### src/rtl/oflow_core_reg_scheduler_if.sv
// oflow_core_reg_scheduler_if: registration write-port arbitration bus
// start_reg/active_mask: set start and valid-PE mask; req_i/wr_ack: per-PE requests and buffer accept
// gnt_o/gnt_idx: one-hot grant and its index; busy/served_cnt/done_registration: set status
interface oflow_core_reg_scheduler_if #(
  parameter int PE_NUM = 24,
  parameter int IDX_W  = $clog2(PE_NUM)
);
  logic              start_reg;
  logic [PE_NUM-1:0] active_mask;
  logic [PE_NUM-1:0] req_i;
  logic              wr_ack;
  logic [PE_NUM-1:0] gnt_o;
  logic [IDX_W-1:0]  gnt_idx;
  logic              busy;
  logic [IDX_W:0]    served_cnt;
  logic              done_registration;
  modport master (
    output start_reg, active_mask, req_i, wr_ack,
    input  gnt_o, gnt_idx, busy, served_cnt, done_registration
  );
  modport slave (
    input  start_reg, active_mask, req_i, wr_ack,
    output gnt_o, gnt_idx, busy, served_cnt, done_registration
  );
endinterface

### src/rtl/oflow_core_reg_scheduler.sv
// oflow_core_reg_scheduler: round-robin scheduler granting PEs the shared registration write port
// clk: clock; reset_N: synchronous active-high reset; bus: scheduler side of the arbitration bus
module oflow_core_reg_scheduler #(
  parameter int PE_NUM = 24,
  parameter int IDX_W  = $clog2(PE_NUM)
) (
  input logic                      clk,
  input logic                      reset_N,
  oflow_core_reg_scheduler_if.slave bus
);
  typedef enum logic [1:0] {IDLE, ARB, WAIT_ACK, DONE} state_t;
  localparam logic [IDX_W:0] PE_N = (IDX_W+1)'(PE_NUM);
  state_t              state_q, state_d;
  logic [PE_NUM-1:0]   pending_q, pending_d;
  logic [IDX_W-1:0]    rr_ptr_q, rr_ptr_d;
  logic [IDX_W-1:0]    grant_idx_q, grant_idx_d;
  logic [IDX_W:0]      served_cnt_q, served_cnt_d;
  logic                done_q;
  logic [PE_NUM-1:0]   cand, gnt_oh, rot;
  logic [2*PE_NUM-1:0] dbl;
  logic [IDX_W-1:0]    off, sel;
  logic [IDX_W:0]      sum;
  // Rotate candidates so bit 0 sits at rr_ptr; the lowest set bit is then the round-robin winner.
  always_comb begin
    cand   = pending_q & bus.req_i;
    gnt_oh = {{(PE_NUM-1){1'b0}}, 1'b1} << grant_idx_q;
    dbl    = {cand, cand} >> rr_ptr_q;
    rot    = dbl[PE_NUM-1:0];
    off    = '0;
    for (int i = PE_NUM-1; i >= 0; i--)
      if (rot[i]) off = IDX_W'(i);
    sum = {1'b0, rr_ptr_q} + {1'b0, off};
    sel = IDX_W'(sum >= PE_N ? sum - PE_N : sum);
  end
  always_ff @(posedge clk) begin
    if (reset_N) begin
      state_q      <= IDLE;
      pending_q    <= '0;
      rr_ptr_q     <= '0;
      grant_idx_q  <= '0;
      served_cnt_q <= '0;
      done_q       <= 1'b0;
    end else begin
      state_q      <= state_d;
      pending_q    <= pending_d;
      rr_ptr_q     <= rr_ptr_d;
      grant_idx_q  <= grant_idx_d;
      served_cnt_q <= served_cnt_d;
      done_q       <= state_q == DONE;
    end
  end
  always_comb begin
    state_d      = state_q;
    pending_d    = pending_q;
    rr_ptr_d     = rr_ptr_q;
    grant_idx_d  = grant_idx_q;
    served_cnt_d = served_cnt_q;
    case (state_q)
      IDLE: if (bus.start_reg) begin
        pending_d    = bus.active_mask;
        served_cnt_d = '0;
        state_d      = bus.active_mask == '0 ? DONE : ARB;
      end
      ARB: if (cand != '0) begin
        grant_idx_d = sel;
        state_d     = WAIT_ACK;
      end
      WAIT_ACK: if (bus.wr_ack) begin
        pending_d    = pending_q & ~gnt_oh;
        rr_ptr_d     = grant_idx_q == IDX_W'(PE_NUM-1) ? '0 : grant_idx_q + 1'b1;
        served_cnt_d = served_cnt_q + 1'b1;
        state_d      = (pending_q & ~gnt_oh) == '0 ? DONE : ARB;
      end
      default: state_d = IDLE;
    endcase
  end
  always_comb begin
    bus.gnt_o             = state_q == WAIT_ACK ? gnt_oh : '0;
    bus.gnt_idx           = grant_idx_q;
    bus.busy              = state_q != IDLE;
    bus.served_cnt        = served_cnt_q;
    bus.done_registration = done_q;
  end
endmodule

### src/flat_wrapper.sv
// flat-port wrapper written by rule: the top's interface ports become plain ports
module oflow_core_reg_scheduler_flat 
#(
  parameter int PE_NUM = 24,
  parameter int IDX_W  = $clog2(PE_NUM)
)
  (clk, reset_N, bus_start_reg, bus_active_mask, bus_req_i, bus_wr_ack, bus_gnt_o, bus_gnt_idx, bus_busy, bus_served_cnt, bus_done_registration);
  oflow_core_reg_scheduler_if #(.PE_NUM(PE_NUM), .IDX_W(IDX_W)) bus_i ();
  input logic clk;
  input logic reset_N;
  input wire logic [$bits(bus_i.start_reg)-1:0] bus_start_reg;
  input wire logic [$bits(bus_i.active_mask)-1:0] bus_active_mask;
  input wire logic [$bits(bus_i.req_i)-1:0] bus_req_i;
  input wire logic [$bits(bus_i.wr_ack)-1:0] bus_wr_ack;
  output wire logic [$bits(bus_i.gnt_o)-1:0] bus_gnt_o;
  output wire logic [$bits(bus_i.gnt_idx)-1:0] bus_gnt_idx;
  output wire logic [$bits(bus_i.busy)-1:0] bus_busy;
  output wire logic [$bits(bus_i.served_cnt)-1:0] bus_served_cnt;
  output wire logic [$bits(bus_i.done_registration)-1:0] bus_done_registration;
  assign bus_i.start_reg = bus_start_reg;
  assign bus_i.active_mask = bus_active_mask;
  assign bus_i.req_i = bus_req_i;
  assign bus_i.wr_ack = bus_wr_ack;
  assign bus_gnt_o = bus_i.gnt_o;
  assign bus_gnt_idx = bus_i.gnt_idx;
  assign bus_busy = bus_i.busy;
  assign bus_served_cnt = bus_i.served_cnt;
  assign bus_done_registration = bus_i.done_registration;
  oflow_core_reg_scheduler #(.PE_NUM(PE_NUM), .IDX_W(IDX_W)) u_core (.clk(clk), .reset_N(reset_N), .bus(bus_i));
endmodule
### config.mk
export PLATFORM = sky130hd
export DESIGN_NAME = oflow_core_reg_scheduler_flat
export DESIGN_NICKNAME = d
export VERILOG_FILES = /design/src/rtl/oflow_core_reg_scheduler_if.sv /design/src/rtl/oflow_core_reg_scheduler.sv /design/src/flat_wrapper.sv
export SDC_FILE = /design/constraint.sdc
export NUM_CORES = 1
export LEC_CHECK = 0
export CAP_MARGIN = 15
export CORE_ASPECT_RATIO = 0.6
export CORE_MARGIN = 4
export CORE_UTILIZATION = 30
export CTS_CLUSTER_SIZE = 14
export DETAILED_ROUTE_END_ITERATION = 6
export PLACE_DENSITY_LB_ADDON = 0.3
export SLEW_MARGIN = 0
export SYNTH_ARGS = -nofsm -noshare
export SYNTH_HDL_FRONTEND = slang
export SYNTH_SLANG_ARGS = --single-unit
### constraint.sdc
create_clock -name clk -period 5.47 [get_ports clk]
set_input_delay 0.547 -clock clk [delete_from_list [all_inputs] [get_ports clk]]
set_output_delay 0.547 -clock clk [all_outputs]
set_load 0.01 [all_outputs]
==> flow_metrics.tcl <==
set metrics [dict create \
    grt.overflow.total 0 \
    hpwl_mm 15.9 \
    rows 37 \
    insertion_delay_ns 0.30 \
    cts_resized 0 \
    synth_nets 728 \
    crit_path_end_kind "flip-flop" \
    critical_path_peak_fanout 32 \
    worstReg2RegStart "u_core.rr_ptr_q[0]" \
    synth_compound_area_frac 0.202 \
    wire_per_inst_um 21.0 \
    dieWidth_um 179 \
    setup_violations 0 \
    async_reset_ff_frac 0 \
    postLayoutCoreUtil 0.375 \
    grt_pass1_wl_mm 30.6 \
    grt_pass1_vias 5075 \
    ys.flop_type "dfxtp_1" \
    drt_first_pass_iters 5 \
    die-area_mm2 0.0197 \
    power_leakage_nw 2.16 \
    worst_pin_slew_ns 0.811 \
    crit_arrival_ns 5.15 \
    cp_slowest_cell "dfxtp_2" \
    grtUsageMet2 0.226 \
    period_needed_ns 4.95 \
    ys_seq_elements 43 \
    syn_inst 663 \
    cts_hold_buf 0 \
    power_frac_clock 0.225 \
    placed_area_mm2 0.00628 \
    mostFrequentLayoutCells "nand2_1 (91), clkdlybuf4s50_1 (88), nor2_1 (66)" \
    clk_pin_slew_ns 0.06 \
    rsz0062_at_grt "no" \
    area_delta_synth_final_pct 22.5 \
    pre_cts_ws_ns 0.456 \
    final_cells 957 \
    gp_congestion 0.957 \
    synth_cell_types 69 \
    die-height_um 110 \
    drive_above_1_share 0.130 \
    core_area_mm2 0.0171 \
    pin_count 89 \
    synth_top_family_by_area "simple AND/OR/NAND/NOR gates" \
    hold_path_startpoint "u_core.pending_q[6]" \
    reg2reg_to "u_core.bus.gnt_idx[3]" \
    hold_depth 2 \
    met3_usage 0.0777 \
    netlist_area_mm2 0.00525 \
    synth-warning-count 0 \
    antenna_found_initial 0 \
    outcome "finished, final reports clean" \
    clock-sinks 43 \
    use_met1 0.340 \
    postCtsSetupBuffers 0 \
    cts-root-buf "clkbuf_16" \
    slew_viol_final 0 \
    final_common_cell "nand2_1" \
    setup_tns_ns 0 \
    cap_violations 0 \
    clock_skew_ns 0.00907 \
    drtIter0Drc 805 \
    dp.cells 949 \
    r2r_slack_ns 0.52 \
    final_antenna_net_count 0 \
    max_freq_mhz 202 \
    p_comb_frac 0.471 \
    synth.avg_cell_area_um2 7.91 \
    htreeDepth 2 \
    fin_crit_sh 0.905 \
    p_seq_frac 0.304 \
    viasPerCell 5.84 \
    power_mw 1.37 \
    hp-class "reg -> reg" \
    startpoint_type "flip-flop" \
    synthAdderAreaFrac 0.0324 \
    reg2reg_depth 15 \
    internal_power_mw 0.790 \
    finalWorstSetupSlack_ns 0.518 \
    crit_family "compound AO/OA/AOI/OAI gates" \
    p_per_area_mw_per_mm2 213 \
    cts_buffer_depth 2 \
    busiest_layer "met1" \
    port_buffers 88 \
    path_cells "buf_4 -> mux4_2 -> mux4_2 -> and2_1 -> o21ai_0 -> o21ai_0 -> a41oi_1 -> a211oi_1 -> fa_1 -> a21oi_1 -> nor2_1 -> nor2_1 -> xnor2_1 -> a211o_1 -> a311oi_1" \
    seq_area_frac_synth 0.164 \
    synth-simple-area-share 0.287 \
    cpPeakStageDelay_ns 0.82 \
    relSlewSlack 0.459 \
    holdWs_ns 0.540 \
    totalWireLength_mm 20.1 \
    synthMuxAreaShare 0.247 \
    grt_max_degree 44 \
    synth-edff-count 0 \
    grt_usage 0.198 \
    start_util 0.306 \
    postLayoutCellArea_mm2 0.00642 \
    worstPathRequired_ns 5.67 \
    critical_path_buf_inv_count 1 \
    peakVddDrop_uv 114 \
    report.final.hold_viol_count 0 \
    nets 787 \
    drc_errors 0 \
    synth_xor_area_frac 0.0134 \
    holdPathEnd "u_core.pending_q[6]" \
    route.vias.total 5592 \
    antennaDiodeCount 0 \
    cts_tree "done" \
    p_switching_mw 0.580 \
    sw_frac_of_total 0.423 \
    crit_type "reg -> reg" \
    cts_made_buffers 5 \
]
metal layers:
metal	wire length (um)	share of wire	vias to the layer above
met5	56	0.0028	-
met4	125	0.0062	2
met3	2660	0.13	13
met2	6990	0.35	341
met1	10300	0.51	2625
li1	-	-	2611
registers in the layout, indices dropped and copies added, names as in the netlist:
name                          flops
u_core.bus.done_registration      1
u_core.bus.gnt_idx                5
u_core.rr_ptr_q                   5
u_core.pending_q                 24
u_core.state_q                    2
u_core.bus.served_cnt             6
how the worst max path moves through the flow:
stage               slack (ns)  depth (start not counted)          startpoint                    end
floorplan                 1.40                         16        bus_req_i[9]  u_core.bus.gnt_idx[3]
global placement          0.43                         17       bus_req_i[20]  u_core.bus.gnt_idx[3]
detailed placement        0.46                         17       bus_req_i[20]  u_core.bus.gnt_idx[3]
CTS                       0.59                         15  u_core.rr_ptr_q[0]  u_core.bus.gnt_idx[3]
global route              0.16                         15  u_core.rr_ptr_q[0]  u_core.bus.gnt_idx[4]
finish                    0.52                         15  u_core.rr_ptr_q[0]  u_core.bus.gnt_idx[3]
cells by family (layout without fill, tap and decap cells):
logic type	count (synthesis)	count (layout)
compound gates	168	168
xor+xnor	8	8
fa+ha+maj	13	13
buf+inv	60	120
flops	43	43
mux	72	72
simple gates	299	299
power by group through the flow:
stage	clock network [mW]	registers (mW)	logic, mW
finish	0.309	0.417	0.645
CTS	0.309	0.414	0.630
global route	0.324	0.423	0.700
detailed placement	0	0.421	0.626
floorplan	0	0.379	0.448
global placement	0	0.421	0.629
worst reg2reg max path: stages (launching register included):
cell and delay (ns):
dfxtp_2 0.82, buf_4 0.33, mux4_2 0.59, mux4_2 0.51
and2_1 0.18, o21ai_0 0.38, o21ai_0 0.18, a41oi_1 0.28
a211oi_1 0.16, fa_1 0.48, a21oi_1 0.15, nor2_1 0.06
nor2_1 0.11, xnor2_1 0.11, a211o_1 0.28, a311oi_1 0.25
layout make-up:
class,instances,area (um^2)
Timing Repair Buffer,102,986
Sequential cell,43,863
Tap cell,234,293
Clock buffer,6,129
Fill cell,1831,10700
Multi-Input combinational cell,560,4100
Inverter,10,37.5
Clock inverter,2,12.5
Yosys cell counts, types with 3 or more instances:
library cell	number	area, um^2
a211o_1	4	35.0
a211oi_1	9	67.6
a21oi_1	61	305
a22o_1	3	26.3
a22oi_1	7	52.6
a311oi_1	3	26.3
a31oi_1	3	18.8
and2_1	31	194
and3_1	3	18.8
and4_1	3	26.3
buf_2	10	50.1
buf_6	3	33.8
clkbuf_1	33	124
dfxtp_1	43	861
ha_1	12	150
inv_1	9	33.8
mux2_2	17	191
mux2i_1	12	120
mux4_1	4	105
mux4_2	39	878
nand2_1	91	342
nand2b_1	12	75.1
nand3_1	12	60.1
nand4_1	15	93.8
nand4b_1	10	87.6
nand4bb_1	3	33.8
nor2_1	67	251
nor2b_1	9	56.3
nor3_1	21	105
nor4_1	7	43.8
o211ai_1	3	22.5
o21ai_0	36	180
o221a_2	3	33.8
o22ai_1	7	43.8
o31ai_1	5	37.5
or2_2	6	37.5
xnor2_1	3	26.3
xor2_1	5	43.8
Power figures use the tool's default switching activity.
